### config.mk
export PLATFORM = sky130hd
export DESIGN_NAME = router_flit_injector
export DESIGN_NICKNAME = d
export VERILOG_FILES = /design/src/rtl/router_flit_injector.sv
export SDC_FILE = /design/constraint.sdc
export NUM_CORES = 1
export LEC_CHECK = 0
export CAP_MARGIN = 10
export CORE_MARGIN = 5
export CORE_UTILIZATION = 45
export DETAILED_ROUTE_END_ITERATION = 10
export DONT_BUFFER_PORTS = 1
export PLACE_DENSITY = 0.6
export SETUP_SLACK_MARGIN = 0.3
export SKIP_CTS_REPAIR_TIMING = 1
export SYNTH_ARGS = -nofsm -noshare
export SYNTH_HDL_FRONTEND = slang
export SYNTH_SLANG_ARGS = --single-unit
### constraint.sdc
create_clock -name clk -period 3.63 [get_ports clk]
set_input_delay 0.363 -clock clk [delete_from_list [all_inputs] [get_ports clk]]
set_output_delay 0.363 -clock clk [all_outputs]
set_load 0.01 [all_outputs]
### src/rtl/router_flit_injector.sv
// Credit-based flit injector: buffers payload words from a core and frames them
// into SINGLE/HEAD/BODY/TAIL flits for one router input port.
module router_flit_injector #(
   parameter int FLIT_WIDTH  = 32,
   parameter int DST_BITS    = 3,
   parameter int NUM_CREDITS = 4,
   parameter int FIFO_DEPTH  = 4
) (
   input  logic                                 clk,
   input  logic                                 reset,
   input  logic                                 in_valid,
   output logic                                 in_ready,
   input  logic [FLIT_WIDTH-2-DST_BITS-1:0]     in_data,
   input  logic [DST_BITS-1:0]                  in_dst,
   input  logic                                 in_last,
   output logic [FLIT_WIDTH-1:0]                out_data,
   output logic                                 out_valid,
   input  logic                                 credit_in,
   output logic [$clog2(NUM_CREDITS+1)-1:0]     credit_cnt,
   output logic                                 pkt_sent,
   output logic                                 credit_err
);

   localparam int PAY_W  = FLIT_WIDTH - 2 - DST_BITS;
   localparam int ENT_W  = PAY_W + DST_BITS + 2;
   localparam int PTR_W  = $clog2(FIFO_DEPTH);
   localparam int FCNT_W = PTR_W + 1;
   localparam int CRD_W  = $clog2(NUM_CREDITS + 1);

   localparam logic [1:0] T_SINGLE = 2'b00;
   localparam logic [1:0] T_HEAD   = 2'b01;
   localparam logic [1:0] T_BODY   = 2'b10;
   localparam logic [1:0] T_TAIL   = 2'b11;

   typedef enum logic {
      S_IDLE   = 1'b0,
      S_ACTIVE = 1'b1
   } state_t;

   logic [ENT_W-1:0]      r_mem [FIFO_DEPTH];
   logic [PTR_W-1:0]      r_wptr;
   logic [PTR_W-1:0]      r_rptr;
   logic [FCNT_W-1:0]     r_count;
   logic                  r_first_in;
   state_t                r_state;
   logic [DST_BITS-1:0]   r_dst;
   logic [FLIT_WIDTH-1:0] r_out_data;
   logic                  r_out_valid;
   logic                  r_pkt_sent;
   logic [CRD_W-1:0]      r_credit_cnt;
   logic                  r_credit_err;

   logic                  w_in_ready;
   logic                  w_push;
   logic                  w_send;
   logic [ENT_W-1:0]      w_head;
   logic                  w_head_last;
   logic                  w_head_first;
   logic [DST_BITS-1:0]   w_head_dst;
   logic [PAY_W-1:0]      w_head_data;

   assign w_in_ready   = (r_count < FCNT_W'(FIFO_DEPTH));
   assign w_push       = in_valid && w_in_ready;
   // Registered credit count only: a same-cycle credit_in cannot enable a send.
   assign w_send       = (r_count != {FCNT_W{1'b0}}) && (r_credit_cnt != {CRD_W{1'b0}});
   assign w_head       = r_mem[r_rptr];
   assign w_head_last  = w_head[ENT_W-1];
   assign w_head_first = w_head[ENT_W-2];
   assign w_head_dst   = w_head[PAY_W +: DST_BITS];
   assign w_head_data  = w_head[PAY_W-1:0];

   assign in_ready   = w_in_ready;
   assign out_data   = r_out_data;
   assign out_valid  = r_out_valid;
   assign pkt_sent   = r_pkt_sent;
   assign credit_cnt = r_credit_cnt;
   assign credit_err = r_credit_err;

   // Payload buffer: storage, pointers, occupancy and input-side first flag.
   always_ff @(posedge clk or negedge reset) begin
      if (!reset) begin
         for (int i = 0; i < FIFO_DEPTH; i++) begin
            r_mem[i] <= {ENT_W{1'b0}};
         end
         r_wptr     <= {PTR_W{1'b0}};
         r_rptr     <= {PTR_W{1'b0}};
         r_count    <= {FCNT_W{1'b0}};
         r_first_in <= 1'b1;
      end else begin
         if (w_push) begin
            r_mem[r_wptr] <= {in_last, r_first_in, in_dst, in_data};
            r_wptr        <= r_wptr + PTR_W'(1);
            r_first_in    <= in_last;
         end else begin
            r_first_in    <= r_first_in;
         end
         if (w_send) begin
            r_rptr <= r_rptr + PTR_W'(1);
         end else begin
            r_rptr <= r_rptr;
         end
         case ({w_push, w_send})
            2'b10:   r_count <= r_count + FCNT_W'(1);
            2'b01:   r_count <= r_count - FCNT_W'(1);
            default: r_count <= r_count;
         endcase
      end
   end

   // Output framing FSM with registered flit, valid and packet-sent pulse.
   always_ff @(posedge clk or negedge reset) begin
      if (!reset) begin
         r_state     <= S_IDLE;
         r_dst       <= {DST_BITS{1'b0}};
         r_out_data  <= {FLIT_WIDTH{1'b0}};
         r_out_valid <= 1'b0;
         r_pkt_sent  <= 1'b0;
      end else if (w_send) begin
         r_out_valid <= 1'b1;
         r_pkt_sent  <= w_head_last;
         case (r_state)
            S_IDLE: begin
               if (w_head_last) begin
                  r_out_data <= {T_SINGLE, w_head_dst, w_head_data};
                  r_state    <= S_IDLE;
               end else begin
                  r_out_data <= {T_HEAD, w_head_dst, w_head_data};
                  r_dst      <= w_head_dst;
                  r_state    <= S_ACTIVE;
               end
            end
            S_ACTIVE: begin
               // A first-flagged word here cannot occur; restart framing if it does.
               if (w_head_first) begin
                  r_out_data <= {(w_head_last ? T_SINGLE : T_HEAD), w_head_dst, w_head_data};
                  r_dst      <= w_head_dst;
                  r_state    <= w_head_last ? S_IDLE : S_ACTIVE;
               end else if (w_head_last) begin
                  r_out_data <= {T_TAIL, r_dst, w_head_data};
                  r_state    <= S_IDLE;
               end else begin
                  r_out_data <= {T_BODY, r_dst, w_head_data};
                  r_state    <= S_ACTIVE;
               end
            end
            default: begin
               r_out_valid <= 1'b0;
               r_pkt_sent  <= 1'b0;
               r_state     <= S_IDLE;
            end
         endcase
      end else begin
         r_out_valid <= 1'b0;
         r_pkt_sent  <= 1'b0;
      end
   end

   // Credit pool with saturation and sticky overflow flag.
   always_ff @(posedge clk or negedge reset) begin
      if (!reset) begin
         r_credit_cnt <= CRD_W'(NUM_CREDITS);
         r_credit_err <= 1'b0;
      end else if (w_send && !credit_in) begin
         r_credit_cnt <= r_credit_cnt - CRD_W'(1);
      end else if (credit_in && !w_send) begin
         if (r_credit_cnt == CRD_W'(NUM_CREDITS)) begin
            r_credit_err <= 1'b1;
         end else begin
            r_credit_cnt <= r_credit_cnt + CRD_W'(1);
         end
      end else begin
         r_credit_cnt <= r_credit_cnt;
      end
   end

endmodule

==> impl_metrics.toml <==
[place]
portBuffers = 0
dp_hpwl_um = 8950
gp_congestion = 0.761
place_area_mm2 = 0.00790

[routing]
totalWireLength_um = 14900
num_vias = 4118
wl_per_cell_um = 19.6
detail_route.vias_per_cell = 5.40
dr.first_iter.drc_count = 159
ant_nets = 0
drc = 0
firstDrtPassIters = 5

[setup_path]
worst_ep_arrival_time_ns = 2.71
cp-start-kind = "flop"
worstPathRequired_ns = 3.98
worstPathMaxFanout = 31
reg2reg_from = "credit_cnt[2]"
critPathKind = "reg -> reg"
crit_path_end_kind = "flop"
startpoint = "credit_cnt[2]"

[finish]
fillerInstances = 1453
drive_gt1_share_pct = 37.8
final_cell_area_mm2 = 0.00847
seq_area_mm2 = 0.00446
final_common_cell = "dfrtp_1"
multiInputGateArea_mm2 = 0.00305
fin_nets = 574
antennaDiodeCount = 0
synthToLayoutAreaGrowth_pct = 10.2
mostFrequentLayoutCells = "dfrtp_1 (174), mux2_2 (121), nand2_1 (88), mux4_2 (30), clkbuf_16 (17)"

[yosys]
syn-cell-area_mm2 = 0.00768
synth-seq-area-share_pct = 58.0
synth-edff-count = 0
syn-instance-count = 531
synth_warnings = 0
syn_nets = 575
postSynth.asyncResetShare_pct = 100
synth_ff_type = "dfrtp_1"
synth.distinct_cells = 36
syn_avg_cell_area_um2 = 14.5
ys_ff_latch = 178

[die]
ios = 74
core_mm2 = 0.0166
rows = 47
initial_core_util_pct = 46.1
die_h_um = 141
die-area_mm2 = 0.0198
die_w_um = 141

[sta]
relSlewSlack_pct = 43.0
holdWs_ns = -0.366
tightestPinTransition_ns = 0.855
post-route-period-util_pct = 65.2
fin_setup_tns_ns = 0
setup_viol = 0
clock.fmax_mhz = 423
hold_viol = 178
period_needed_ns = 2.37
rsz0062_at_grt = "false"
fin_skew_ns = 0.00578
drv_slew = 0

[clocking]
clkSinkCount = 178
cts_root_buf = "clkbuf_16"
cts_buffers = 17
insertion_delay_ns = 0.43
cts_buffer_depth = 2
cts_tree = "yes"
cts.htree.levels = 4
path_clk_slew_ns = 0.07

[flow_run]
max-cap-violations = 0

[global_routing]
antenna_found_initial = 0
grt_max_degree = 179
grt.total_usage_pct = 16.2
grt_pass1_vias = 4524
grt_overflow_total = 0
grt_pass1_wl_um = 24700

[power]
leakage_uw = 0.00376
p_per_area_mw_per_mm2 = 1010
vdd_drop_max_uv = 816

[status]
failed_checks = "negative hold slack"
status = "finished with violations"

[hold_path]
hold_path.class = "in -> async"
## kinds of logic after synthesis
group / count (synthesis) / synth area share (%)
DFF: 178 / 58.0
buffers and inverters: 42 / 2.48
xor gates and xnor gates: 7 / 0.798
and+or+nand+nor: 106 / 5.52
adders and majority gates: 9 / 1.66
muxes: 171 / 29.6
AOI/OAI and AO/OA: 18 / 1.89
## final timing paths
kind	endpoint	slack (ns)	depth (start not counted)
max in group asynchronous	r_mem[122]	3.73	0
worst max register to register	r_count[2]	1.26	9
min in group clk	r_mem[73]	0.06	1
worst min-delay path	out_data[5]	-0.37	0
worst min register to register	r_mem[73]	0.49	1
worst max-delay path	r_count[2]	1.26	9
## synth_stat cells, types with 2 or more instances
| cell | instances | area, um^2 |
|---|---|---|
| buf_2 | 17 | 85.1 |
| nor2b_1 | 3 | 18.8 |
| mux2i_1 | 5 | 50.1 |
| o21ai_0 | 5 | 25.0 |
| nand2_1 | 92 | 345 |
| inv_1 | 13 | 48.8 |
| mux4_2 | 30 | 676 |
| xnor2_1 | 5 | 43.8 |
| mux2_2 | 121 | 1360 |
| xor2_1 | 2 | 17.5 |
| dfrtp_1 | 176 | 4400 |
| clkbuf_1 | 9 | 33.8 |
| mux2_1 | 12 | 135 |
| fa_1 | 2 | 40.0 |
| a21oi_1 | 3 | 15.0 |
| nor2_1 | 5 | 18.8 |
| ha_1 | 7 | 87.6 |
| dfstp_2 | 2 | 52.6 |
| o21ai_1 | 3 | 15.0 |
| nor3_1 | 2 | 10.0 |
| and2_1 | 2 | 12.5 |
## final cells by class
| class | count | area share [%] |
|---|---|---|
| Sequential cell | 178 | 52.7 |
| Multi-Input combinational cell | 311 | 36.1 |
| Clock buffer | 22 | 5.72 |
| Tap cell | 220 | 3.25 |
| Clock inverter | 9 | 0.961 |
| Timing Repair Buffer | 8 | 0.709 |
| Inverter | 14 | 0.621 |
## worst max-delay path, cell delays in order, from the launching register on
cell     delay (ns)
dfstp_2        0.64
o32ai_4        0.13
inv_2          0.07
buf_4          0.37
ha_1           0.26
inv_1          0.06
fa_1           0.37
xor2_1         0.15
nor2_1         0.12
xnor2_1        0.13
## report_power, final
group	leakage (uW)	switching, uW	internal, uW
clock network	0.000274	740	1010
registers	0.00214	739	3030
logic	0.00135	1350	1720
total	0.00376	2830	5760
## metrics by stage
step / setup WS, ns / total power [uW] / utilization, % / std cells
floorplan: 1.36 / 6180 / - / 531
global placement: 1.28 / 6770 / 47.5 / 731
detailed placement: 1.22 / 6950 / 47.5 / 731
CTS: 1.20 / 8730 / 50.9 / 762
global route: 1.08 / 9210 / 50.9 / 762
finish: 1.26 / 8580 / 50.9 / 762
## layer usage
metal | up-vias | GRT usage [%] | wire length, um
li1 | 1854 | - | -
met1 | 2190 | 20.8 | 6510
met2 | 58 | 26.3 | 7480
met3 | 16 | 5.25 | 754
met4 | 0 | 5.20 | 180
met5 | - | 0 | 0
## sequential cells by signal, summed over array words and instances, names as in the netlist, 2 cells and up
register / count
r_wptr: 2
r_count: 3
out_data: 32
r_dst: 3
r_rptr: 2
r_mem: 128
credit_cnt: 3
Note: power is estimated with default switching activity, not from simulation.
